File: src/rtl/addsub_pkg.sv
// Shared types for the add/sub operand feeder: operand command and tagged result.
package addsub_pkg;
  localparam int ADDSUB_W = 8;

  typedef struct packed {
    logic [ADDSUB_W-1:0] dataa;
    logic [ADDSUB_W-1:0] datab;
    logic                add_sub;
  } op_t;

  typedef struct packed {
    logic [ADDSUB_W-1:0] result;
    logic                add_sub;
  } res_t;
endpackage

File: src/rtl/addsub_sync_fifo.sv
// Synchronous FIFO with registered occupancy count; reset clears storage so the head reads 0.
module addsub_sync_fifo #(
  parameter int WIDTH = 8,
  parameter int DEPTH = 4
) (
  input  logic                     clk,
  input  logic                     rst,
  input  logic                     push,
  input  logic [WIDTH-1:0]         wdata,
  input  logic                     pop,
  output logic [WIDTH-1:0]         rdata,
  output logic                     full,
  output logic                     empty,
  output logic [$clog2(DEPTH):0]   count
);
  localparam int AW = $clog2(DEPTH);

  logic [WIDTH-1:0] mem [DEPTH];
  logic [AW-1:0]    wptr, rptr;
  logic             do_push, do_pop;

  assign full    = (count == (AW+1)'(DEPTH));
  assign empty   = (count == '0);
  assign do_pop  = pop && !empty;
  // a full FIFO may still take a write when the head leaves in the same cycle
  assign do_push = push && (!full || do_pop);
  assign rdata   = mem[rptr];

  always_ff @(posedge clk) begin
    if (rst) begin
      wptr  <= '0;
      rptr  <= '0;
      count <= '0;
      for (int i = 0; i < DEPTH; i++) mem[i] <= '0;
    end else begin
      if (do_push) begin
        mem[wptr] <= wdata;
        wptr      <= wptr + 1'b1;
      end
      if (do_pop) rptr <= rptr + 1'b1;
      case ({do_push, do_pop})
        2'b10:   count <= count + 1'b1;
        2'b01:   count <= count - 1'b1;
        default: ;
      endcase
    end
  end

  a_no_overflow: assert property (@(posedge clk) disable iff (rst) push && !pop |-> !full);
endmodule

File: src/rtl/addsub_feeder.sv
// Feeds a 1-cycle add/sub stage from a command FIFO and collects its results in order,
// reserving response-FIFO space for every op before it is issued.
module addsub_feeder
  import addsub_pkg::*;
#(
  parameter int CMD_DEPTH = 4,
  parameter int RSP_DEPTH = 4,
  parameter int W         = ADDSUB_W  // must equal ADDSUB_W (struct field width)
) (
  input  logic         clk,
  input  logic         rst,
  input  logic         cmd_valid,
  output logic         cmd_ready,
  input  logic [W-1:0] cmd_dataa,
  input  logic [W-1:0] cmd_datab,
  input  logic         cmd_add_sub,
  output logic [W-1:0] op_dataa,
  output logic [W-1:0] op_datab,
  output logic         op_add_sub,
  output logic         op_fire,
  input  logic [W-1:0] res_in,
  output logic         rsp_valid,
  input  logic         rsp_ready,
  output logic [W-1:0] rsp_result,
  output logic         rsp_add_sub,
  output logic [1:0]   inflight
);
  localparam int CAW = $clog2(CMD_DEPTH);
  localparam int RAW = $clog2(RSP_DEPTH);

  op_t            cmd_in, cmd_head;
  res_t           rsp_in, rsp_head;
  logic           cmd_full, cmd_empty, rsp_full, rsp_empty;
  logic [CAW:0]   cmd_count;
  logic [RAW:0]   rsp_count;
  logic           s2_vld, s2_add_sub, issue;
  logic [RAW+1:0] credit_used;

  assign cmd_ready = !rst && !cmd_full;
  assign cmd_in    = {cmd_dataa, cmd_datab, cmd_add_sub};

  addsub_sync_fifo #(.WIDTH($bits(op_t)), .DEPTH(CMD_DEPTH)) u_cmd_fifo (
    .clk(clk), .rst(rst), .push(cmd_valid && cmd_ready), .wdata(cmd_in),
    .pop(issue), .rdata(cmd_head), .full(cmd_full), .empty(cmd_empty), .count(cmd_count)
  );

  // Ops already in the stage hold a slot in the response FIFO; the registered count
  // is used so a same-cycle pop never grants extra credit.
  assign inflight    = {1'b0, op_fire} + {1'b0, s2_vld};
  assign credit_used = (RAW+2)'(rsp_count) + (RAW+2)'(inflight);
  assign issue       = !cmd_empty && (credit_used < (RAW+2)'(RSP_DEPTH));

  always_ff @(posedge clk) begin
    if (rst) begin
      op_dataa   <= '0;
      op_datab   <= '0;
      op_add_sub <= 1'b0;
      op_fire    <= 1'b0;
      s2_vld     <= 1'b0;
      s2_add_sub <= 1'b0;
    end else begin
      op_fire <= issue;
      if (issue) begin
        op_dataa   <= cmd_head.dataa;
        op_datab   <= cmd_head.datab;
        op_add_sub <= cmd_head.add_sub;
      end
      s2_vld     <= op_fire;
      s2_add_sub <= op_add_sub;
    end
  end

  // s2_vld marks the cycle res_in carries the stage's answer for the tagged op
  assign rsp_in = {res_in, s2_add_sub};

  addsub_sync_fifo #(.WIDTH($bits(res_t)), .DEPTH(RSP_DEPTH)) u_rsp_fifo (
    .clk(clk), .rst(rst), .push(s2_vld), .wdata(rsp_in),
    .pop(rsp_valid && rsp_ready), .rdata(rsp_head), .full(rsp_full), .empty(rsp_empty),
    .count(rsp_count)
  );

  assign rsp_valid   = !rsp_empty;
  assign rsp_result  = rsp_head.result;
  assign rsp_add_sub = rsp_head.add_sub;

  logic [W-1:0] sum, diff;
  assign sum  = op_dataa + op_datab;
  assign diff = op_dataa - op_datab;

  a_add_result: assert property (@(posedge clk) disable iff (rst)
    op_fire && op_add_sub |=> s2_vld && res_in == $past(sum));
  a_sub_result: assert property (@(posedge clk) disable iff (rst)
    op_fire && !op_add_sub |=> s2_vld && res_in == $past(diff));
  a_rsp_no_ovf: assert property (@(posedge clk) disable iff (rst)
    s2_vld |-> !rsp_full || (rsp_valid && rsp_ready));
  a_inflight:   assert property (@(posedge clk) disable iff (rst) inflight <= 2'd2);
  a_cmd_count:  assert property (@(posedge clk) disable iff (rst) cmd_count <= (CAW+1)'(CMD_DEPTH));
  a_rsp_stable: assert property (@(posedge clk) disable iff (rst)
    rsp_valid && !rsp_ready |=> rsp_valid && $stable(rsp_result) && $stable(rsp_add_sub));
endmodule

File: config.mk
export PLATFORM = sky130hd
export DESIGN_NAME = addsub_feeder
export DESIGN_NICKNAME = d
export VERILOG_FILES = /design/src/rtl/addsub_pkg.sv /design/src/rtl/addsub_sync_fifo.sv /design/src/rtl/addsub_feeder.sv
export SDC_FILE = /design/constraint.sdc
export NUM_CORES = 1
export LEC_CHECK = 0
export ABC_CLOCK_PERIOD_IN_PS = 4360
export CAP_MARGIN = 20
export CORE_ASPECT_RATIO = 0.9
export CORE_MARGIN = 2
export CORE_UTILIZATION = 38
export CTS_BUF_LIST = sky130_fd_sc_hd__clkbuf_8 sky130_fd_sc_hd__clkbuf_16
export DETAILED_ROUTE_END_ITERATION = 7
export PLACE_DENSITY = 0.54
export SLEW_MARGIN = 20
export SYNTH_ARGS = -nofsm -noshare
export SYNTH_HDL_FRONTEND = slang
export SYNTH_SLANG_ARGS = --single-unit
File: constraint.sdc
create_clock -name clk -period 4.36 [get_ports clk]
set_clock_uncertainty 0.05 [all_clocks]
set_input_delay 0.872 -clock clk [delete_from_list [all_inputs] [get_ports clk]]
set_output_delay 0.872 -clock clk [all_outputs]
set_load 0.03 [all_outputs]
Yosys cells after proc, flatten, opt, wreduce, memory -nomap -nowiden
Memories as Yosys holds them, arrays and structs flattened. A register that Yosys moved wholly into a read port is not among the register bits.
Index checks and enable logic that the tools add are counted.
{"block": "classes", "n_lt_le_gt_ge": 1, "n_mux": 18, "addsub": 10, "eq_ne": 6, "reduce_logical": 21}
{"op": "$mux W17", "count": 1}
{"op": "$reduce_or A17 Y1", "count": 1}
{"op": "$pmux W3 S2", "count": 2}
{"op": "$mux W1", "count": 10}
{"op": "$mux W9", "count": 1}
{"op": "$reduce_or A9 Y1", "count": 1}
{"op": "$add A2 B1 Y2 const B", "count": 4}
{"op": "$logic_and A1 B1 Y1", "count": 8}
{"op": "$mux W2", "count": 4}
{"op": "$add A3 B1 Y3 const B", "count": 2}
{"op": "$eq A3 B3 Y1 const B", "count": 2}
{"op": "$logic_not A3 Y1", "count": 2}
{"op": "$sub A3 B1 Y3 const B", "count": 2}
{"op": "$logic_not A1 Y1", "count": 5}
{"op": "$add A3 B2 Y4", "count": 1}
{"op": "$eq A2 B1 Y1 const B", "count": 2}
{"op": "$eq A2 B2 Y1 const B", "count": 2}
{"op": "$lt A4 B3 Y1 const B", "count": 1}
{"op": "$reduce_bool A2 Y1", "count": 2}
{"op": "$add A1 B1 Y2", "count": 1}
{"op": "$logic_or A1 B1 Y1", "count": 2}
{"block": "totals", "input_bits": 29, "elab_cells": 67, "mem_count": 2, "ramBits": 104, "output_inout_bits": 31, "register_bits": 17}
{"name": "u_cmd_fifo.mem", "depth": 4, "word_bits": 17, "rd": 1, "rd_clocked_by_memory_dff": 1, "wr": 4, "line": "addsub_sync_fifo.sv:18", "source": "logic [WIDTH-1:0] mem [DEPTH];"}
{"name": "u_rsp_fifo.mem", "depth": 4, "word_bits": 9, "rd": 1, "rd_clocked_by_memory_dff": 1, "wr": 4, "line": "addsub_sync_fifo.sv:18"}

Longest topological paths before layout
Gate-level depths: netlist (run 1).
{"block": "logic_depth", "word_depth": 12, "mapped_depth": 11, "depth_no_buf": 10}

Hierarchy
From an unflattened synthesis (run 1), not the netlist that was laid out.
{"block": "hier_totals", "cells_unflattened": 443, "hier_area_um2": 6406.1}
{"mod": "addsub_sync_fifo at u_cmd_fifo", "cells_each": 216, "n_inst": 1, "area_each_um2": 3467.1, "seq_area_each_um2": 2222.1}
{"mod": "addsub_sync_fifo at u_rsp_fifo", "cells_each": 140, "n_inst": 1, "area_each_um2": 2016.9, "seq_area_each_um2": 1261.2}
{"mod": "addsub_feeder", "cells_each": 87, "n_inst": 1, "area_each_um2": 922.1, "seq_area_each_um2": 400.4}

Worst setup path before layout (run 1)
Ideal clock, no wire load.
{"block": "synth_timing", "path_kind": "reg-to-reg", "start": "register op_fire", "end": "register u_cmd_fifo.count[2]", "t_required_ns": 4.240, "stages_incl_launch_ff": 12, "synth_period_minus_slack_ns": 3.070, "t_arrival_ns": 2.950, "setup_ns": 0.070, "setup_slack_ns": 1.290, "n_path_buf": 1, "path_cell_list": "dfxtp_1 -> ha_1 -> ha_1 -> and3_1 -> buf_2 -> nor3_1 -> ha_1 -> inv_1 -> fa_1 -> xor2_1 -> or3_1 -> a21oi_1"}
{"block": "synth_via", "elab_chain_cells": 9, "elab_cells_between_ends": 11, "cone_classes": "2 x add/sub; 1 x order compare; 2 x eq/ne; 1 x mux; 5 x reduce/logical"}
{"item": "start, declared", "line": "addsub_feeder.sv:20", "source": "output logic op_fire,"}
{"item": "start signal, assigned", "line": "addsub_feeder.sv:62", "source": "op_fire <= issue;"}
{"item": "$add A1 B1 Y2 *", "line": "addsub_feeder.sv:49", "source": "assign inflight = {1'b0, op_fire} + {1'b0, s2_vld};"}
{"item": "named net inflight[1]", "line": "addsub_feeder.sv:26", "source": "output logic [1:0] inflight"}
{"item": "$add A3 B2 Y4 *", "line": "addsub_feeder.sv:50", "source": "assign credit_used = (RAW+2)'(rsp_count) + (RAW+2)'(inflight);"}
{"item": "$lt A4 B3 Y1 *", "line": "addsub_feeder.sv:51", "source": "assign issue = !cmd_empty && (credit_used < (RAW+2)'(RSP_DEPTH));"}
{"item": "$logic_and A1 B1 Y1 *", "line": "addsub_feeder.sv:51"}
{"item": "named net issue", "line": "addsub_feeder.sv:36", "source": "logic s2_vld, s2_add_sub, issue;"}
{"item": "$logic_and A1 B1 Y1 *", "line": "addsub_sync_fifo.sv:24", "source": "assign do_pop = pop && !empty;"}
{"item": "$logic_or A1 B1 Y1", "line": "addsub_sync_fifo.sv:26", "source": "assign do_push = push && (!full || do_pop);"}
{"item": "$logic_and A1 B1 Y1", "line": "addsub_sync_fifo.sv:26"}
{"item": "$eq A2 B1 Y1 or $eq A2 B2 Y1 (tied branches)", "line": "addsub_sync_fifo.sv:41", "source": "case ({do_push, do_pop})"}
{"item": "$pmux W3 S2 or $reduce_bool A2 Y1 (tied branches)"}
{"item": "end signal, assigned", "line": "addsub_sync_fifo.sv:42", "source": "2'b10: count <= count + 1'b1;"}
{"item": "end signal, assigned", "line": "addsub_sync_fifo.sv:43", "source": "2'b01: count <= count - 1'b1;"}
{"item": "end, declared", "line": "addsub_sync_fifo.sv:14", "source": "output logic [$clog2(DEPTH):0] count"}
Mark *: on every way through the listed nets, which the timed path passes. The rest lies on a longest branch.
A chain may end at the register's enable or synchronous reset.

Worst setup path after layout (run 1)
{"block": "layout_timing", "start": "input port rst", "end": "output port cmd_ready"}
{"block": "layout_via", "elab_chain_cells": 2}
{"item": "start, declared", "line": "addsub_feeder.sv:11", "source": "input logic rst,"}
{"item": "$logic_not A1 Y1", "line": "addsub_feeder.sv:39", "source": "assign cmd_ready = !rst && !cmd_full;"}
{"item": "$logic_and A1 B1 Y1", "line": "addsub_feeder.sv:39"}
{"item": "end, declared", "line": "addsub_feeder.sv:13", "source": "output logic cmd_ready,"}
Every way passes these cells.

==> results by stage, run 1 <==
Timing:
- Static timing analysis puts the maximum clock frequency at just over 300 MHz.
- The number of max-slew violations in the final report was 0.
- Setup violations remaining at the end of the flow were counted as 0.
- The final number of hold-violating endpoints was 0.
- In the finished design, the share of the clock period the worst path needs comes to 0.7501.
- After layout, the minimum clock period comes to around 3300 ps.
- For the final routed database, the setup TNS stands at 0 ps.
- The setup slack after layout is around 1100 ps.
- The worst max-slew margin expressed relative to the limit is 0.2805.
- The pin slew with the least headroom to its limit is ~1100 ps.
- Setup repair after global routing left no endpoint under its margin.

Critical path:
- STA classifies the critical path startpoint as an input pin.
- STA classifies the critical path endpoint as a primary output.
- The required time at the worst-slack endpoint is roughly 3400 ps.
- In this run the worst path has a maximum fanout of 29.
- The critical path launch point is rst.
- Data on the critical path arrives at its endpoint at between 2000 and 2500 ps.
- The slowest stage of the critical path belongs to the cell clkdlybuf4s50_1.
- The worst setup path is of the in2out kind.
- For this run, the slowest stage of the critical path takes 610 ps.
- The cell with the most instances on the worst path is clkdlybuf4s50_1.
- The critical path goes through clkdlybuf4s50_1, buf_4, nor2_1, clkdlybuf4s50_1.
- Broken down by cell family, the worst path's largest delay share belongs to buffers and inverters.
- The startpoint identified for the worst register-to-register timing path is s2_vld$_SDFF_PP0_.
- The number of buffer and inverter instances along the worst setup path is 3.

Finish:
- The post-synthesis to final-layout area growth is 21.91%.
- The number of antenna diodes in the final layout is 0.
- The final standard cell utilization of the core is 0.4711.
- The final-stage net count is roughly 520.
- The number of standard cells in the final layout excluding fillers is between 700 and 800.
- The fraction of layout instances using a drive strength above 1 is 0.1563.
- The count of fill cells added during filler insertion is roughly 1400.

Placement:
- Once detailed placement completed, the half-perimeter wirelength came to ~7900 um.
- During placement, the flow inserted port buffers numbering roughly 60.
- The number of placed cells counting well taps is approximately 670.
- The final RePlAce weighted congestion is about 0.71.
- OpenSTA, run right after detailed placement, puts the worst setup slack at between 700 and 800 ps.

Floorplanning:
- The chip height is roughly 130 um.
- The core region is 16020 um2.
- For this configuration, the core starts out at a cell density of 0.3864.
- The floorplan row count is 44.
- The overall die width is roughly 140 um.
- The die covers about 17000 um2.
- Pin placement for this block handled 60 I/O pins.

Clock tree:
- The tree is rooted in a clkbuf_16.
- The number of gates resized after CTS was 0.
- Clock-pin slew was measured on the worst setup and hold paths at about 60 ps.
- Clock latency on the worst-skew pair, taken at its later pin, is around 400 ps.
- Clock tree synthesis found a total of 140 sinks.
- The number of CTS-inserted buffers is 17.
- The post-CTS setup buffer count is 0.
- The number of hold buffers added after CTS is 0.
- The buffer levels on the longest clock path is 2.
- The CTS tree is done.
- CTS built an H-tree with a depth of 4.

Routing:
- Summing over every cut layer, the via total after detailed routing is about 3600.
- The average wire length per cell after detail routing is ~19 um.
- The wire length after detailed routing is 13280 um.
- The pre-antenna-repair detailed-routing pass consisted of 4 iterations.
- The number of DRC markers after the initial detailed-route iteration is ~210.
- For this run, design rule violations remaining after detail routing come to 0.
- The ratio of routed vias to standard cells is 5.035.
- The count of nets left with antenna violations once routing finished came out at 0.

Hold path:
- The worst hold path begins at op_fire$_SDFF_PP0_.
- The class of the worst hold path is reg2reg.

Logic synthesis:
- Summing every instance area after synthesis gives a little over 6000 um2.
- Ranked by total cell area, the synthesized netlist is headed by edfxtp_1 (50%), dfxtp_1 (12%), and2_1 (11%).
- In the synthesized netlist, the number of instances is roughly 420.
- The synthesis warning total is 0.
- The synthesized design spends more area on one cell type than any other, namely edfxtp_1.
- Of the post-synthesis cell area, the dominant cell type holds 0.5044.
- The share of the Yosys chip area taken by registers is 0.6209.
- The net count after synthesis is between 400 and 500.
- The mean instance size in the synthesized netlist is about 15 um2.
- Synthesis inferred 140 register bits.
- After synthesis, the netlist uses 39 different library cells.

Power:
- IR analysis of the VDD net gives a maximum drop of 0.2905 mV.
- Power spread over the standard cell area amounts to 550.5 nW/um2.
- The leakage power total is slightly below 3 nW.
- Overall power consumption after layout is estimated at between 4 and 5 mW.

Global route:
- The number of global-route vias before repair is 3668.
- The first global-routing pass estimated 21370 um of wire.
- The number of antenna violations at the first check in global routing is 0.
- Entering global routing, the biggest net connects 30 pins.
- The overall track demand over capacity in global routing is 0.1635.
- The total congestion overflow is 0.

Job:
- The max-capacitance violation count is 0.

Outcome:
- The flow ran to the end, and the final reports show no timing, DRC or antenna violations.
==> Yosys cell counts <==
library cell	n
and2_1	104
edfxtp_1	104
dfxtp_1	36
mux4_2	26
a21o_1	18
o311a_1	16
nor2_1	15
inv_1	12
buf_2	10
clkbuf_1	8
a21oi_1	6
nor3_1	5
o21ai_0	5
or3_1	5
xor2_1	5
ha_1	4
nand2b_1	3
nor2b_1	3
nor4_4	3
o31a_1	3
or2_1	3
or2_2	3
buf_1	2
buf_4	2
clkbuf_2	2
fa_1	2
mux2_2	2
nor4_2	2
nor4b_4	2
o21a_1	2
and3_1	1
nand2_1	1
nor2_2	1
nor3b_4	1
nor4_1	1
nor4b_2	1
o311ai_0	1
o31ai_1	1
xnor2_1	1
==> placed cells by master (no fill, tap or decap), drive strengths merged, types with 6 or more instances in the layout <==
master	count
a21o	18
a21oi	6
and2	104
buf	10
clkbuf	18
clkdlybuf4s50	59
clkinv	6
dfxtp	36
edfxtp	104
inv	17
mux4	26
nor2	16
nor4	6
o311a	16
or2	6
==> sequential cells by signal (all words and copies together), names as in the netlist, 2 cells and up, named ones only <==
| name | count |
|---|---|
| u_cmd_fifo.count | 3 |
| u_rsp_fifo.wptr | 2 |
| u_rsp_fifo.rptr | 2 |
| op_datab | 8 |
| u_rsp_fifo.mem | 36 |
| u_cmd_fifo.mem | 68 |
| op_dataa | 8 |
| u_cmd_fifo.wptr | 2 |
| u_cmd_fifo.rptr | 2 |
| u_rsp_fifo.count | 3 |
==> routing by layer <==
layer,GRT usage,vias up,part of all wire
met2,0.2647,64,0.50
met4,0.04142,0,0.0070
li1,-,1696,-
met5,0,-,0
met3,0.05170,6,0.035
met1,0.2154,1789,0.46
==> area by class of cell <==
class | count | area [um2] | share of cell area
Multi-Input combinational cell | 246 | 2200 | 0.2914
Timing Repair Buffer | 69 | 669.4 | 0.08869
Tap cell | 207 | 259.0 | 0.03432
Sequential cell | 140 | 3844 | 0.5093
Clock buffer | 18 | 439.2 | 0.05819
Clock inverter | 14 | 91.34 | 0.01210
Inverter | 12 | 45.04 | 0.005968
==> logic make-up after synthesis <==
group,share of synthesized area
flops,0.6209
simple gates,0.1665
buf+inv,0.02546
compound gates,0.06589
mux,0.09822
xor+xnor,0.008488
fa+ha+maj,0.01455
==> stage by stage <==
step / hold slack [ps] / cell area (um2)
6_report: 452.4 / 7547
5_1_grt: 476.0 / 7547
4_1_cts: 459.5 / 7536
3_5_place_dp: 454.0 / 7005
3_3_place_gp: 442.0 / 7005
2_1_floorplan: 421.9 / 6191
==> report_power, final <==
group          internal [mW]  switching (mW)  leakage (nW)
clock                  0.779           0.517         0.277
sequential              1.62           0.149          1.37
combinational          0.509           0.579          1.24
==> final timing paths <==
path	endpoint	slack, ps	cells past startpoint
max	cmd_ready	1090	4
min	s2_vld$_SDFF_PP0_	450	1
max reg2reg	u_cmd_fifo.count[2]$_SDFFE_PP0P_	1210	10
min reg2reg	s2_vld$_SDFF_PP0_	450	1
No activity file was read; power rests on OpenSTA's default activity.
==> run 2, diff against run 1 <==
Settings changed: ABC_CLOCK_PERIOD_IN_PS 4360 to 3200.
Clock period 4.36 ns to 3.2 ns, I/O delays scaled along.
==> run 2 against run 1 <==
Against the previous run: total power is 44% higher; combinational power is 40% higher; non-clock buffer count is 10 higher; first-iteration DRC count is 9.2% lower; register-to-register slack worse by 700 ps; final area is 2.0% higher; core utilization is 0.93 points higher; via count is 1.2% higher; sequential share of layout area is 0.99 points lower; global-route usage is 0.095 points higher; largest power group unchanged.
==> results by stage, run 2 (synthesis results as in run 1) <==
Clock tree:
- The number of hold buffers added after CTS is 0.
- The clock-pin slew of the registers on the worst-case setup and hold paths is 60 ps.
- The tree built by TritonCTS fans out to between 100 and 150 sinks.
- The buffer levels on the longest clock path is 2.
- The post-CTS setup buffer count is 0.
- The count of H-tree levels built during CTS is 4.
- For the worst-skew pair, the clock arrives at the later sink with an insertion delay of 420 ps.
- In this run, post-CTS repair resized a total of 0 instances.
- Clock tree synthesis selected as its root buffer the cell clkbuf_16.
- The number of clock buffers added by TritonCTS is 17.
- TritonCTS built the clock tree.

Finish:
- The number of flip-flops in the largest register is 68.
- Of the cells placed in the final design, the portion with a size suffix greater than 1 is 0.1866.
- Relative to the synthesized area, the layout overhead comes to 24.31%.
- In the final design database the tool counted roughly 530 nets.
- After filler insertion, the fill cell instance count of the layout stands at roughly 1400.
- The multi-input gate area in the final layout is between 2000 and 2500 um2.
- In the layout the commonest cells are and2_1 (104), edfxtp_1 (104), clkdlybuf4s50_1 (58).
- The largest registers in the layout are u_cmd_fifo.mem x68, u_rsp_fifo.mem x36.
- The repair_antennas step left the layout with diodes totalling 0.
- The area taken by flip-flops and latches is roughly 3800 um2.
- The register with the most flip-flops in the final layout is u_cmd_fifo.mem.

Placement:
- Input and output buffers added on the ports amount to a little under 60.
- The final RePlAce weighted congestion is approximately 0.71.
- Detailed placement ended at an HPWL of 8102 um.

Global route:
- The global-route wire length before repair is between 20000 and 25000 um.
- The overall track demand over capacity in global routing is 0.1644.
- The number of antenna violations at the first check in global routing is 0.
- The pin count of the biggest net entering global routing is 30.
- The total congestion overflow is 0.
- The number of global-route vias before repair is ~3800.

Power:
- The leakage power total is a little under 3 nW.
- The maximum VDD drop is between 0.4 and 0.5 mV.
- Dividing total power by cell area gives a power density of approximately 770 nW/um2.
- The final total power is between 5 and 6 mW.

Critical path:
- The signal on the critical path passes through buf_4, mux4_2, clkdlybuf4s50_1.
- The critical path data arrival time is 2090 ps.
- The register-to-register path setup slack is between 500 and 600 ps.
- The type of the worst setup path is reg2out.
- The worst stage delay on the critical path is around 610 ps.
- The launching element type of the critical path is a register.
- The worst setup path is captured at a primary output.
- The critical register-to-register path endpoint is u_cmd_fifo.count[2]$_SDFFE_PP0P_.
- The master of the slowest instance on the critical path is clkdlybuf4s50_1.
- In this run the critical register-to-register path is launched from op_fire$_SDFF_PP0_.
- The worst setup path endpoint is rsp_result[7].
- Of all nets on the critical path, the largest fanout is 9.
- Data on the critical path is required at its endpoint by roughly 2500 ps.
- The depth of the worst register-to-register path is 10.

Floorplanning:
- The chip height is roughly 130 um.
- The overall die width is approximately 140 um.
- Pin placement for this block handled 60 I/O pins.
- The floorplan row count is 44.
- The full die area is roughly 17000 um2.
- For this configuration, the core starts out at a cell density of 0.3864.
- The core region is between 15000 and 20000 um2.

Routing:
- For this run, design rule violations remaining after detail routing come to 0.
- The wire length after detailed routing is about 13000 um.
- The number of DRC markers after the initial detailed-route iteration is between 150 and 200.
- The first detailed-routing pass ran for 4 iterations.
- The detail route stage leaves a number of antenna-violating nets equal to 0.
- Dividing the detail-routed via count by the number of cells gives 5.024.
- The average wire length per cell after detail routing is 18.75 um.
- The total via count after detailed routing is 3597.

Timing:
- The worst-case hold slack is roughly 460 ps.
- Setup repair after global routing left no endpoint under its margin.
- Based on the critical path, the design can be clocked at up to 359.2 MHz.
- For the pin with the worst max-slew slack, the measured transition is ~1000 ps.
- The number of max-slew violations in the final report came to 0.
- In the finished design, the share of the clock period the worst path needs comes to 0.8700.
- The final setup violation count is 0.
- The minimum clock period is 2784 ps.
- Summed over all failing endpoints, the final setup total negative slack is 0 ps.
- The worst max-slew margin expressed relative to the limit is 0.3139.
- The final number of hold-violating endpoints is 0.

Hold path:
- The min-delay analysis places its worst path in the category reg2reg.

Outcome:
- The flow ran to the end, and the final reports show no timing, DRC or antenna violations.

Job:
- The max-capacitance violation count is 0.
-- run 2: worst min-delay path by stage --
stage                                     start                          endpoint  slack, ps  depth (start not counted)
4_1_cts                      op_fire$_SDFF_PP0_                 s2_vld$_SDFF_PP0_        470                          1
2_1_floorplan  u_cmd_fifo.count[2]$_SDFFE_PP0P_  u_cmd_fifo.count[2]$_SDFFE_PP0P_        420                          2
3_3_place_gp    u_rsp_fifo.wptr[0]$_SDFFE_PP0P_   u_rsp_fifo.wptr[0]$_SDFFE_PP0P_        450                          2
6_report                     op_fire$_SDFF_PP0_                 s2_vld$_SDFF_PP0_        460                          1
3_5_place_dp                 op_fire$_SDFF_PP0_                 s2_vld$_SDFF_PP0_        460                          1
5_1_grt                      op_fire$_SDFF_PP0_                 s2_vld$_SDFF_PP0_        480                          1
-- run 2: worst max-delay path: cells and delay by family (launching register included) --
kind / cells / cell delay [ps]
mux: 1 / 540
flops: 1 / 300
buf+inv: 2 / 830
-- run 2: final cells by class --
cell class	count	share of cell area
clock buffers	17	0.05528
well taps	207	0.03365
repair buffers	79	0.09592
clock inverters	15	0.02471
flip-flops and latches	140	0.4994
multi-input cells	246	0.2852
inverters	12	0.005853
-- run 2: routing by layer --
| metal | wire length (um) | up-vias | GRT usage |
|---|---|---|---|
| met5 | 0 | - | 0 |
| li1 | - | 1719 | - |
| met2 | 6618 | 62 | 0.2798 |
| met4 | 225 | 0 | 0.05882 |
| met1 | 6114 | 1803 | 0.2045 |
| met3 | 467 | 13 | 0.04175 |
-- run 2: per-stage QoR --
stage	setup slack, ps	std cells	cell area (um2)	utilization
2_1_floorplan	130.1	422	6191	-
3_3_place_gp	126.6	684	7081	0.4420
3_5_place_dp	32.97	684	7081	0.4420
4_1_cts	387.1	716	7696	0.4804
5_1_grt	274.2	716	7696	0.4804
6_report	416.1	716	7696	0.4804
-- run 2: where the power goes --
group	total, mW	internal [mW]	switching (mW)
Sequential	2.39	2.21	0.177
Clock	2.05	1.24	0.809
Combinational	1.53	0.709	0.818
==> run 3, diff against run 2 <==
Settings changed: ABC_CLOCK_PERIOD_IN_PS 3200 to 3600, CTS_CLUSTER_SIZE from default to 10.
Clock period 3.2 ns to 3.6 ns, I/O delays scaled along.
==> run 3 against run 2 <==
Against the previous run: worst setup slack improved by 51 ps; non-clock buffer count decreased by 2; critical path depth decreased by 1; final area increased by 0.57%; via count increased by 0.64%; highest routed layer unchanged; total power decreased by 8.8%; critical endpoint is now rsp_add_sub; largest cell class unchanged.
==> results by stage, run 3 (synthesis results as in run 1) <==
Critical path:
- The worst setup path endpoint is rsp_add_sub.
- The depth of the worst register-to-register path is 9.
- Grouping stages by cell kind, the critical path spends the most delay in flip-flops.
- The critical register-to-register path endpoint is u_cmd_fifo.count[2]$_SDFFE_PP0P_.
- The critical path data arrival time is 2360 ps.
- The critical path runs through a total of 2 cells.
- The required time at the worst-slack endpoint is around 2800 ps.
- The endpoint kind of the worst setup timing path is a primary output.
- By startpoint and endpoint, the worst setup path is classified as reg2out.
- The peak fanout along the critical path is 9.
- The register-to-register path setup slack is ~870 ps.
- The largest individual stage delay along the critical path comes from the cell dfxtp_1.
- STA classifies the critical path startpoint as a register.
- The startpoint identified for the worst register-to-register timing path is u_cmd_fifo.count[2]$_SDFFE_PP0P_.
- The number of buffer and inverter instances along the worst setup path is 1.
- The worst stage delay on the critical path is between 700 and 800 ps.
- The signal on the critical path passes through mux4_2, clkdlybuf4s50_1.

Finish:
- The layout has 1405 filler cells.
- In the final layout, the share of cells above drive strength 1 is 0.1815.
- The register with the most flip-flops in the layout has 68 of them.
- Counting flops per register, the top entry is u_cmd_fifo.mem.
- Compared with the post-synthesis result, the final layout area differs by 25.02%.
- The cell area after layout is ~7700 um2.
- The repair_antennas step left the layout with diodes totalling 0.
- The final-stage net count is around 530.
- The library cells used most frequently in the layout, excluding fill and tap cells, are and2_1 (104), edfxtp_1 (104), clkdlybuf4s50_1 (59).
- The number of standard cells in the final layout excluding fillers is around 710.
- The largest registers in the layout are u_cmd_fifo.mem x68, u_rsp_fifo.mem x36.

Routing:
- The number of DRC violations after detailed routing is 0.
- The first detailed-routing pass took 5 iterations.
- After the first detailed-routing iteration, the DRC count stood at roughly 250.
- The detail route stage leaves a number of antenna-violating nets equal to 0.
- The wire length after detailed routing is 13180 um.
- After detailed routing, the number of vias per cell comes to a little over 5.
- In the final routed layout, each cell accounts on average for approximately 18 um.
- The routed layout has roughly 3600 vias.

Timing:
- Setup repair after global routing left no endpoint under its margin.
- Timing would allow up to around 320 MHz.
- The number of max-slew violations in the final report came to 0.
- For the pin with the worst max-slew slack, the measured transition is 1042 ps.
- The final number of hold-violating endpoints was 0.
- The share of the clock period used by the worst path after layout is 0.8702.
- The aggregate negative setup slack is 0 ps.
- The final setup violation count is 0.
- Headroom to the max-slew limit came out at 0.3042.
- The minimum clock period is between 3000 and 4000 ps.

Global route:
- For this run the aggregate overflow at the end of global routing stands at 0.
- The first global-routing pass estimated 20960 um of wire.
- The overall track demand over capacity in global routing is 0.1622.
- The number of antenna violations at the first check in global routing was 0.
- The number of global-route vias before repair is roughly 3700.
- The pin count of the biggest net entering global routing is 30.

Floorplanning:
- The floorplan row count is 44.
- For this configuration, the core starts out at a cell density of 0.3864.
- In this run the vertical extent of the chip is roughly 130 um.
- In this run the horizontal extent of the chip is between 100 and 150 um.
- The area of the core is about 16000 um2.
- The die covers 17330 um2.
- For this design the top-level I/O count stands at 60.

Placement:
- The standard cell area after detailed placement is just over 7000 um2.
- At the end of routability-driven placement, the weighted congestion stood at 0.7045.
- The estimated wirelength of the detail-placed design is approximately 8000 um.
- Input and output buffers added on the ports amount to a little under 60.
- In this run, placement finished with an instance count of about 700.

Clock tree:
- The root cell of the clock tree is clkbuf_16.
- The clock latency on the worst-skew pair is 420 ps.
- The number of instances resized during post-cts repair is 0.
- No sink is reached through more buffers than the 2 on the longest clock path.
- TritonCTS built the clock tree.
- Buffers added to address setup during post-CTS repair amount to 0.
- For this design, the sink count on the clock tree is 140.
- The H-tree was split into 4 levels.
- For this design, the CTS-stage hold fixing added 0 buffers.
- The clock-pin slew of the registers on the worst-case setup and hold paths is ~60 ps.
- TritonCTS created 17 clock buffers.

Outcome:
- The flow ran to the end, and the final reports show no timing, DRC or antenna violations.

Hold path:
- The class of the worst hold path is reg2reg.

Job:
- The tool flagged a number of max-cap violations equal to 0.

Power:
- The analysis attributes to cell leakage a power of 2.979 nW.
- The maximum VDD drop is between 0.3 and 0.4 mV.
- The power per standard cell area is between 700 and 800 nW/um2.
run 3: final cells by class:
cell class                 instances  area, um2  area share
clock buffer                      17      425.4     0.05496
clock inverter                    15      246.5     0.03185
inverter                          12      45.04    0.005820
multi-input combinational        246       2195      0.2835
sequential                       140       3844      0.4966
tap                              207      259.0     0.03346
timing repair buffer              77      725.7     0.09376
run 3: routing by layer:
layer,vias to the layer above,track usage,wire (um)
met4,0,0.06543,242
met3,17,0.04060,614
met2,83,0.2732,6678
met5,-,0,0
met1,1799,0.2014,5644
li1,1721,-,-
run 3: worst min path at each step:
stage,start,to,slack (ps),depth (start not counted)
floorplan,u_cmd_fifo.count[2]$_SDFFE_PP0P_,u_cmd_fifo.count[2]$_SDFFE_PP0P_,420,2
global placement,u_cmd_fifo.count[2]$_SDFFE_PP0P_,u_cmd_fifo.count[2]$_SDFFE_PP0P_,450,2
detailed placement,u_rsp_fifo.wptr[0]$_SDFFE_PP0P_,u_rsp_fifo.wptr[0]$_SDFFE_PP0P_,450,2
CTS,u_rsp_fifo.wptr[0]$_SDFFE_PP0P_,u_rsp_fifo.wptr[0]$_SDFFE_PP0P_,460,2
global route,op_fire$_SDFF_PP0_,s2_vld$_SDFF_PP0_,490,1
finish,u_rsp_fifo.wptr[0]$_SDFFE_PP0P_,u_rsp_fifo.wptr[0]$_SDFFE_PP0P_,460,2
run 3: per-stage QoR:
| step | power (mW) | utilization | hold slack [ps] | worst slack, ps |
|---|---|---|---|---|
| final | 5.440 | 0.4831 | 463.4 | 467.1 |
| after global routing | 5.674 | 0.4831 | 492.8 | 328.2 |
| after CTS | 5.504 | 0.4831 | 461.0 | 394.0 |
| after detailed placement | 3.519 | 0.4412 | 452.7 | 419.3 |
| after global placement | 3.501 | 0.4412 | 450.6 | 468.2 |
| after floorplan | 3.020 | - | 421.9 | 530.1 |
run 3: report_power, final:
part / total (mW) / internal, mW / leakage, nW / switching, mW
clock network: 1.98 / 1.30 / 0.327 / 0.679
logic: 1.32 / 0.622 / 1.28 / 0.703
registers: 2.14 / 1.96 / 1.37 / 0.173
run 3: worst reg2reg max path, cell delays in order (launching register included):
cell	delay, ps
dfxtp_1	390
nor3b_4	580
nor2_2	330
inv_1	120
ha_1	180
inv_1	60
fa_1	370
xor2_1	150
or3_1	300
a21oi_1	140
